==> src/rtl/cas_fsk_player.sv <==
// cas_fsk_player
// Plays a cassette image from core memory into the PIA1 PA0 cassette input
// as CoCo/Dragon FSK audio. The player fetches bytes over a simple read
// handshake and sends each byte LSB first. Each bit is one full square
// cycle: '0' uses HALF0-cycle halves and '1' uses HALF1-cycle halves.
//
// Ports
//   clk       system clock
//   reset     synchronous, active-low
//   motor     cassette motor relay (1 = run)
//   rewind    one-cycle pulse: tape position back to 0
//   load      image download in progress: holds the player idle at position 0
//   len       image length in bytes (0 = no tape)
//   rd_req    one-cycle read request for the byte at rd_addr
//   rd_addr   byte address, held stable until rd_valid
//   rd_data   read data, sampled when rd_valid is high
//   rd_valid  read complete
//   casdout   FSK audio bit to the core
//   playing   high while a bit is being emitted
//   pos       address of the byte currently being emitted
module cas_fsk_player #(
   parameter int unsigned HALF0     = 17898,
   parameter int unsigned HALF1     = 8949,
   parameter int unsigned MOTOR_DLY = 4295454
) (
   input  logic        clk,
   input  logic        reset,
   input  logic        motor,
   input  logic        rewind,
   input  logic        load,
   input  logic [15:0] len,
   output logic        rd_req,
   output logic [15:0] rd_addr,
   input  logic [7:0]  rd_data,
   input  logic        rd_valid,
   output logic        casdout,
   output logic        playing,
   output logic [15:0] pos
);

   localparam logic [14:0] C_H0  = 15'(HALF0 - 1);
   localparam logic [14:0] C_H1  = 15'(HALF1 - 1);
   localparam logic [22:0] C_DLY = 23'(MOTOR_DLY - 1);

   typedef enum logic [2:0] {
      S_IDLE, S_SETTLE, S_FETCH, S_HI, S_LO, S_PAUSE, S_END
   } state_t;

   state_t      r_state, w_state_nx;

   logic [15:0] r_pos;
   logic [15:0] r_rd_addr;
   logic        r_rd_req;
   logic [22:0] r_dly;
   logic [14:0] r_half;
   logic [7:0]  r_shift;
   logic [7:0]  r_nbuf;
   logic [2:0]  r_bitidx;
   logic        r_nvalid;     // r_nbuf holds the byte at r_rd_addr
   logic        r_pend;       // a read is outstanding
   logic        r_cur_valid;  // r_shift still holds unsent bits of byte r_pos
   logic        r_stop;       // motor dropped during the current bit

   logic        w_clear;
   logic        w_stop;
   logic        w_last_byte;
   logic        w_buf_avail;
   logic        w_half_zero;
   logic [7:0]  w_buf_data;
   logic [16:0] w_pos_p1;
   logic        w_take_buf;
   logic        w_next_in_byte;
   logic        w_pos_inc;
   logic        w_fetch_req;
   logic        w_pre_req;
   logic        w_half_ld;
   logic        w_half_bit;

   assign w_clear     = rewind | load;
   assign w_stop      = r_stop | ~motor;
   assign w_pos_p1    = {1'b0, r_pos} + 17'd1;
   assign w_last_byte = (w_pos_p1 >= {1'b0, len});
   assign w_half_zero = (r_half == '0);
   // A read returning in the same cycle it is needed is used directly.
   // This keeps byte boundaries gap-free.
   assign w_buf_avail = r_nvalid | (rd_valid & r_pend);
   assign w_buf_data  = r_nvalid ? r_nbuf : rd_data;
   // Prefetch the next byte while bit 0 of the current byte is playing.
   assign w_pre_req   = (r_state == S_HI) && (r_bitidx == 3'd0) && r_cur_valid &&
                        !r_pend && !r_nvalid && !w_last_byte;

   always_ff @(posedge clk) begin
      if (!reset) r_state <= S_IDLE;
      else        r_state <= w_state_nx;
   end

   always_comb begin
      w_state_nx     = r_state;
      w_take_buf     = 1'b0;
      w_next_in_byte = 1'b0;
      w_pos_inc      = 1'b0;
      w_fetch_req    = 1'b0;
      w_half_ld      = 1'b0;
      w_half_bit     = r_shift[0];
      case (r_state)
         S_IDLE: begin
            if (motor && (len != '0) && (r_pos < len)) w_state_nx = S_SETTLE;
         end
         S_SETTLE: begin
            if (!motor) begin
               w_state_nx = S_IDLE;
            end else if (r_dly == '0) begin
               if (r_cur_valid) begin
                  w_state_nx = S_HI;
                  w_half_ld  = 1'b1;
               end else begin
                  w_state_nx = S_FETCH;
               end
            end
         end
         S_FETCH: begin
            if (w_buf_avail) begin
               w_take_buf = 1'b1;
               w_half_bit = w_buf_data[0];
               w_half_ld  = 1'b1;
               w_state_nx = motor ? S_HI : S_PAUSE;
            end else if (!r_pend) begin
               w_fetch_req = 1'b1;
            end
         end
         S_HI: begin
            if (w_half_zero) begin
               w_state_nx = S_LO;
               w_half_ld  = 1'b1;
            end
         end
         S_LO: begin
            if (w_half_zero) begin
               if (r_bitidx == 3'd7) begin
                  w_pos_inc = 1'b1;
                  if (w_last_byte) begin
                     w_state_nx = S_END;
                  end else if (w_stop) begin
                     w_state_nx = S_PAUSE;
                  end else if (w_buf_avail) begin
                     w_take_buf = 1'b1;
                     w_half_bit = w_buf_data[0];
                     w_half_ld  = 1'b1;
                     w_state_nx = S_HI;
                  end else begin
                     w_state_nx = S_FETCH;
                  end
               end else begin
                  w_next_in_byte = 1'b1;
                  w_half_bit     = r_shift[1];
                  if (w_stop) begin
                     w_state_nx = S_PAUSE;
                  end else begin
                     w_half_ld  = 1'b1;
                     w_state_nx = S_HI;
                  end
               end
            end
         end
         S_PAUSE: begin
            if (motor) w_state_nx = S_SETTLE;
         end
         S_END: ;
         default: w_state_nx = S_IDLE;
      endcase
      if (w_clear) w_state_nx = S_IDLE;
   end

   always_ff @(posedge clk) begin
      if (!reset || w_clear) begin
         r_pos       <= '0;
         r_rd_addr   <= '0;
         r_rd_req    <= 1'b0;
         r_dly       <= '0;
         r_half      <= '0;
         r_shift     <= '0;
         r_nbuf      <= '0;
         r_bitidx    <= '0;
         r_nvalid    <= 1'b0;
         r_pend      <= 1'b0;
         r_cur_valid <= 1'b0;
         r_stop      <= 1'b0;
      end else begin
         r_rd_req <= w_fetch_req | w_pre_req;
         if (w_fetch_req) begin
            r_rd_addr <= r_pos;
            r_pend    <= 1'b1;
         end else if (w_pre_req) begin
            r_rd_addr <= w_pos_p1[15:0];
            r_pend    <= 1'b1;
         end else if (rd_valid && r_pend) begin
            r_pend   <= 1'b0;
            r_nbuf   <= rd_data;
            r_nvalid <= 1'b1;
         end

         if (w_take_buf) begin
            r_nvalid    <= 1'b0;
            r_shift     <= w_buf_data;
            r_bitidx    <= '0;
            r_cur_valid <= 1'b1;
         end else if (w_next_in_byte) begin
            r_shift  <= {1'b0, r_shift[7:1]};
            r_bitidx <= r_bitidx + 3'd1;
         end

         if (w_pos_inc) begin
            r_pos <= r_pos + 16'd1;
            if (!w_take_buf) r_cur_valid <= 1'b0;
         end

         if ((r_state != S_SETTLE) && (w_state_nx == S_SETTLE)) r_dly <= C_DLY;
         else if ((r_state == S_SETTLE) && (r_dly != '0))      r_dly <= r_dly - 23'd1;

         if (w_half_ld)                                        r_half <= w_half_bit ? C_H1 : C_H0;
         else if (((r_state == S_HI) || (r_state == S_LO)) && !w_half_zero)
                                                               r_half <= r_half - 15'd1;

         r_stop <= ((r_state == S_HI) || (r_state == S_LO)) && w_stop;
      end
   end

   assign casdout = (r_state == S_HI);
   assign playing = (r_state == S_HI) || (r_state == S_LO);
   assign rd_req  = r_rd_req;
   assign rd_addr = r_rd_addr;
   assign pos     = r_pos;

endmodule
==> config.mk <==
export PLATFORM = sky130hd
export DESIGN_NAME = cas_fsk_player
export DESIGN_NICKNAME = d
export VERILOG_FILES = /design/src/rtl/cas_fsk_player.sv
export SDC_FILE = /design/constraint.sdc
export NUM_CORES = 1
export LEC_CHECK = 0
export ABC_AREA = 1
export BUFFER_PORTS_ARGS = -buffer_cell sky130_fd_sc_hd__buf_2
export CORE_AREA = 3 3 132 102
export DETAILED_ROUTE_END_ITERATION = 10
export DIE_AREA = 0 0 135 105
export PLACE_DENSITY = 0.74
export SLEW_MARGIN = 20
export SYNTH_ARGS = -nofsm -noshare
export SYNTH_HDL_FRONTEND = slang
export SYNTH_SLANG_ARGS = --single-unit
==> constraint.sdc <==
create_clock -name clk -period 5.2 [get_ports clk]
set_input_delay 0.52 -clock clk [delete_from_list [all_inputs] [get_ports clk]]
set_output_delay 0.52 -clock clk [all_outputs]
set_load 0.01 [all_outputs]
* After elaboration in Yosys (flattened, before gate mapping)
Index checks and enable logic that the tools add are counted.
** Word-level totals
- Flip-flop bits (word level) :: 97
- Bits in latches :: 0
- Memory bits (writable) :: 0
- ROM bits :: 0
- Output and inout port bits :: 35
- Word-level logic and storage cells :: 132
- Memories kept :: 0
** Cells by class
- Add/sub/neg operators :: 5
- Multipliers :: 0
- Div/mod/pow operators :: 0
- $lt $le $gt $ge :: 2
- Eq/ne operators :: 9
- Shifts and indexed selects :: 0
- Multiplexer cells :: 61
- Bitwise logic cells :: 8
- Reduce and logical (&&, ||, !) cells :: 33
** Operators with widths (count)
- 23-bit 2-to-1 mux :: 2
- 15-bit 2-to-1 mux :: 3
- 3-bit 2-to-1 mux :: 13
- 1-bit 2-to-1 mux :: 34
- 16-bit 2-to-1 mux :: 2
- 8-bit 2-to-1 mux :: 3
- 23-bit logical NOT :: 1
- 23-bit nonzero test :: 1
- 23-bit by 1-bit subtractor with 23-bit output (second input constant) :: 1
- 3-bit one-hot mux with 7 select lines :: 1
- 16-bit by 1-bit adder with 17-bit output (second input constant) :: 1
- 17-bit by 16-bit greater-or-equal comparator with 1-bit output :: 1
- 16-bit by 1-bit adder with 16-bit output (second input constant) :: 1
- 16-bit < comparator :: 1
- 16-bit nonzero test :: 1
- 15-bit logical NOT :: 1
- 15-bit by 1-bit subtractor with 15-bit output (second input constant) :: 1
- 3-bit == test (second input constant) :: 4
- 1-bit logical AND :: 12
- 2-bit nonzero test :: 4
- 3-bit by 1-bit == test with 1-bit output (second input constant) :: 2
- 3-bit by 2-bit == test with 1-bit output (second input constant) :: 2
- 3-bit logical NOT :: 2
- 1-bit logical NOT :: 5
- other kinds (11) :: 19

* Longest topological paths before layout
- Word-level depth :: 12
- Gate-level depth with buffers :: 26
- Gate-level depth less buffers :: 26

* Least setup slack after synthesis
No wires, ideal clock.
- Path type :: reg-to-reg
- From :: reg r_pos[1] (netlist: pos[1])
- To :: reg r_dly[19]
- Setup time :: 0.116 ns
- Arrival :: 3.134 ns
- Path slack :: 1.950 ns
- Stages on the path, launching flop included :: 24
- Buffers on the path :: 1
- Period minus slack after synthesis :: 3.250 ns
- Cells stage by stage :: dfxtp_1 > ha_1 > nand2_1 > nor2_2 > inv_1 > nor2_1 > nand4_1 > or3_1 > xor2_1 > ha_1 > a21o_1 > a21oi_1 > o21ai_1 > inv_1 > nand3_1 > nand2_2 > nand2_1 > nand2_1 > nand2_1 > nand2_1 > nand4_2 > nand2_2 > buf_4 > nor2_1
** Between the ends
- Cells in the longest elaborated chain, start to end :: 10
- Elaborated cells on any way between the ends :: 13
- Classes of those cells :: add/sub (1); order compare (2); eq/ne (1); mux (6); reduce/logical (3)
** RTL lines
- start, declared :: RTL line 51 : logic [15:0] r_pos;
- start signal, assigned :: RTL line 213 : r_pos <= r_pos + 16'd1;
- 16-bit by 1-bit adder with 17-bit output :: RTL line 81 : assign w_pos_p1 = {1'b0, r_pos} + 17'd1;
- named net w_pos_p1[14] :: RTL line 70 : logic [16:0] w_pos_p1;
- 17-bit by 16-bit greater-or-equal comparator with 1-bit output :: RTL line 82 : assign w_last_byte = (w_pos_p1 >= {1'b0, len});
- 3-bit 2-to-1 mux :: RTL line 141 : if (w_last_byte) begin
- 3-bit 2-to-1 mux :: RTL line 139 : if (r_bitidx == 3'd7) begin
- 3-bit 2-to-1 mux :: RTL line 138 : if (w_half_zero) begin
- 3-bit one-hot mux with 7 select lines :: RTL line 105 : case (r_state)
- 3-bit 2-to-1 mux :: RTL line 171 : if (w_clear) w_state_nx = S_IDLE;
- 3-bit by 1-bit == test with 1-bit output :: RTL line 217 : if ((r_state != S_SETTLE) && (w_state_nx == S_SETTLE)) r_dly <= C_DLY;
- 1-bit logical AND :: RTL line 217
- 2-bit OR reduction (no source line)
- end signal, assigned :: RTL line 218 : else if ((r_state == S_SETTLE) && (r_dly != '0)) r_dly <= r_dly - 23'd1;
- end, declared :: RTL line 54 : logic [22:0] r_dly;
The timed path passes the listed nets, and every way through them passes these cells.
A chain may end at the register's enable or synchronous reset.

* Worst setup path in the final report
- From :: reg r_pos[1] (netlist: pos[1])
- To :: reg r_rd_addr[15] (netlist: rd_addr[15])
** Between the ends
- Cells in the longest elaborated chain, start to end :: 5
- Elaborated cells on any way between the ends :: 7
- Classes of those cells :: add/sub (1); order compare (1); mux (2); reduce/logical (3)
** RTL lines
- 16-bit by 1-bit adder with 17-bit output :: RTL line 81
- named net w_pos_p1[14] :: RTL line 70
- 17-bit by 16-bit greater-or-equal comparator with 1-bit output :: RTL line 82
- 1-bit logical NOT :: RTL line 90 : !r_pend && !r_nvalid && !w_last_byte;
- 1-bit logical AND :: RTL line 90
- 2-bit nonzero test (no source line)
- end signal, assigned :: RTL line 191 : r_rd_addr <= r_pos;
- end signal, assigned :: RTL line 194 : r_rd_addr <= w_pos_p1[15:0];
- end, declared :: RTL line 52 : logic [15:0] r_rd_addr;
The timed path passes the listed nets, and every way through them passes these cells. The select of a mux whose other input is x is not followed.

==> results list <==
- For this run, the post-layout net count is 969.
- In this run the worst path has a maximum fanout of 15.
- The worst-case IR drop observed on VDD is 0.155 mV.
* LEAKAGE: 3.18 nW
- Using the TritonRoute via totals, the vias-per-cell ratio works out to 5.04.
- From bottom edge to top edge, the die measures 105 um.
* Detailed-placement wirelength estimate: 10700 um
- Gates resized during post-CTS repair numbered 0.
- Diode count: 0
- RSZ-0062 raised after global routing: no
- In this run, distinct cell masters in the synthesized netlist total 43.
- The cell family contributing the most delay on the critical path is simple AND/OR/NAND/NOR gates.
- Clock latency reported for the late side of the worst-skew pair: 340 ps
* Area of the core: 12200 um^2
* Hold Violations, Final: 0
- Worst stage delay on the critical path: 530 ps
* Cell type contributing the most total cell area after synthesis: sky130_fd_sc_hd__dfxtp_1
* Final worst path period need: 3990 ps
- In this run the clock root is driven by a sky130_fd_sc_hd__clkbuf_16.
* Max-slew violation count: 0
- Power per cell area: 220 nW/um^2
- For the worst setup path, the data arrival time is 4210 ps.
* Floorplan row count: 35
- During synthesis, Yosys emitted a total of 0 warnings.
- Category of the most critical setup path: flip-flop to flip-flop
- After synthesis the cells add up to 5860 um^2.
* Post-layout utilization of the core: 0.539
- Final estimated routing congestion in global placement: 0.975
- Starting Density: 0.480
* Ys async rst share: 0
- The area growth from synthesis to layout is 12.4%.
- Worst path required time: 5420 ps
- Critical path buffers and inverters: 2
- Number of global-route vias before repair: 4889
* Net Count, Synth: 913
* Share of the yosys chip area belonging to registers: 0.331
- During placement, the flow inserted port buffers numbering 64.
* Most frequent standard cell in the layout excluding fill and tap cells: sky130_fd_sc_hd__nand2_1
- Post-route DRC violation count: 0
- Top area cells in the synthesized netlist: sky130_fd_sc_hd__dfxtp_1, sky130_fd_sc_hd__nand2_1, sky130_fd_sc_hd__inv_1
* Hold WC Path Type: primary input to flip-flop
- In this run the mean area of a mapped cell was 6.93 um^2.
* Largest net degree at the start of global routing: 33
- On the critical path, the stage with the largest delay is an instance of sky130_fd_sc_hd__nand2_1.
* Routed vias: 5402
- Across every metal layer, demand over resource in global routing totals 0.203.
- For this run the aggregate overflow at the end of global routing stands at 0.
- H-tree depth: 3
- Headroom to the max-slew limit came out at 0.579.
- The first routing iteration left 329 violations.
- Setup violations remaining at the end of the flow were counted as 0.
* Most frequent cells in the layout: sky130_fd_sc_hd__nand2_1, sky130_fd_sc_hd__inv_1, sky130_fd_sc_hd__nor2_1
- Setup_tns: 0 ps
- CTS Hold Buffers Added: 0
* Setup crit start kind: flip-flop
- After detailed routing, the average wire length per cell comes to 13.2 um.
- Count of state elements after synthesis: 97
* Register clock-pin slew on the reported worst setup and hold paths: 70 ps
- CTS tree: built
- Sequence of cells on the critical path: ha_1, nand2_1, nor2_2, inv_1, nor2_1, nand4_1, or3_1, xor2_1, ha_1, a21o_1, a21oi_1, o21ai_1, a21oi_1, nand3_1, nand2_1, inv_1, nand2_1, a21oi_1
* Global-route wire length before repair: 23600 um
- Instance count of the mapped netlist: 845
* IO Count: 65
* Antenna violations before repair: 0
- Power Total: 1.45 mW
- Skew final: 9.02 ps
- Clock tree synthesis found a total of 97 sinks.
- Across the run, the number of max-cap violations was 0.
* Top_reg_cell synth: sky130_fd_sc_hd__dfxtp_1
- Based on the critical path, the design can be clocked at up to 0.251 GHz.
- Ratio of final minimum period to clock period: 0.767
- The clock passes through at most 2 buffers.
- The first detailed-routing pass ran for 4 iterations.
- The die covers 14200 um^2.
- Of the cells placed in the final design, the portion with a size suffix greater than 1 is 0.138.
- The flow ran to the end, and the final reports show no timing, DRC or antenna violations.
- In this run, synthesis inferred 0 flip-flops with an integrated enable.
- TritonCTS created 9 clock buffers.
- In this run the remaining antenna-violating nets after routing total 0.
- STA classifies the critical path endpoint as a flip-flop.
- Buffers added to address setup during post-CTS repair amount to 0.
* Fraction of synthesized cell area taken by the top area cell type: 0.331
- Routed Wire Length: 14200 um
- Worst slew pin tran: 630 ps
- Measured along the x axis, the die boundary spans 135 um.
[per-stage QoR]
stage	setup slack, ps	area [um^2]	hold slack, ps	cells
finish	1210	6590	437	1072
global route	799	6590	456	1072
CTS	1250	6590	430	1072
detailed placement	1270	6310	444	1056
global placement	1390	6310	442	1056
floorplan	1950	5860	429	845
[cell usage after synthesis (all sizes together), types with 4 or more instances]
master and n:
xor2 30, clkbuf 16, nand4 15, buf 6
dfxtp 97, nand3b 5, nor2 133, a211oi 11
o211ai 8, nor3 19, inv 135, nor4 9
or2 4, nand2 146, o21ai 53, nand3 26
xnor2 4, o221ai 4, a31oi 10, ha 38
a21oi 64
[layout make-up]
type,instances,area [um^2]
clock buffer,10,229
clock inverter,6,51.3
fill,1202,5630
inverter,137,518
multi-input combinational,589,3300
sequential,97,1940
tap,166,208
timing repair buffer,67,343
[registers in the layout, summed over array words and instances, names as in the netlist, 3 cells and up]
register,cells
pos,16
r_bitidx,3
r_dly,23
r_half,15
r_nbuf,8
r_shift,8
r_state,3
rd_addr,16
[logic make-up (layout without fill, tap and decap cells)]
family,count (synthesis),after routing,synth area share
xor gates and xnor gates,34,34,0.0508
adders and majority gates,38,38,0.0811
AOI/OAI and AO/OA,156,156,0.149
DFF,97,97,0.331
buffers and inverters,159,220,0.106
and+or+nand+nor,361,361,0.282
[power by group]
| group | internal, mW | switching (mW) |
|---|---|---|
| registers | 0.744 | 0.00138 |
| clock network | 0.331 | 0.301 |
| logic | 0.0253 | 0.0466 |
[final timing paths]
check	from	end	cells past startpoint	slack, ps
setup / recovery	pos[1]$_SDFFE_PP0P_	rd_addr[15]$_SDFFE_PP0P_	18	1210
hold / removal	rd_data[0]	r_nbuf[0]$_SDFFE_PP0P_	3	440
setup reg to reg	pos[1]$_SDFFE_PP0P_	rd_addr[15]$_SDFFE_PP0P_	18	1210
hold reg to reg	r_nbuf[5]$_SDFFE_PP0P_	r_nbuf[5]$_SDFFE_PP0P_	2	450
[routing by layer]
metal  wire (um)  track usage
met5           0            0
met4          93       0.0353
met3         854       0.0457
met2        5980        0.303
met1        7230        0.300
[worst reg2reg max path: cells and delay by family (launching register included)]
| kind | cells | cell delay (ps) |
|---|---|---|
| AO/OA/AOI/OAI | 5 | 620 |
| AND/OR/NAND/NOR | 8 | 1850 |
| adder cells (fa/ha/maj) | 2 | 490 |
| buffers and inverters | 2 | 270 |
| XOR/XNOR | 1 | 200 |
| flip-flops | 1 | 430 |
(Power assumes the default switching activity.)
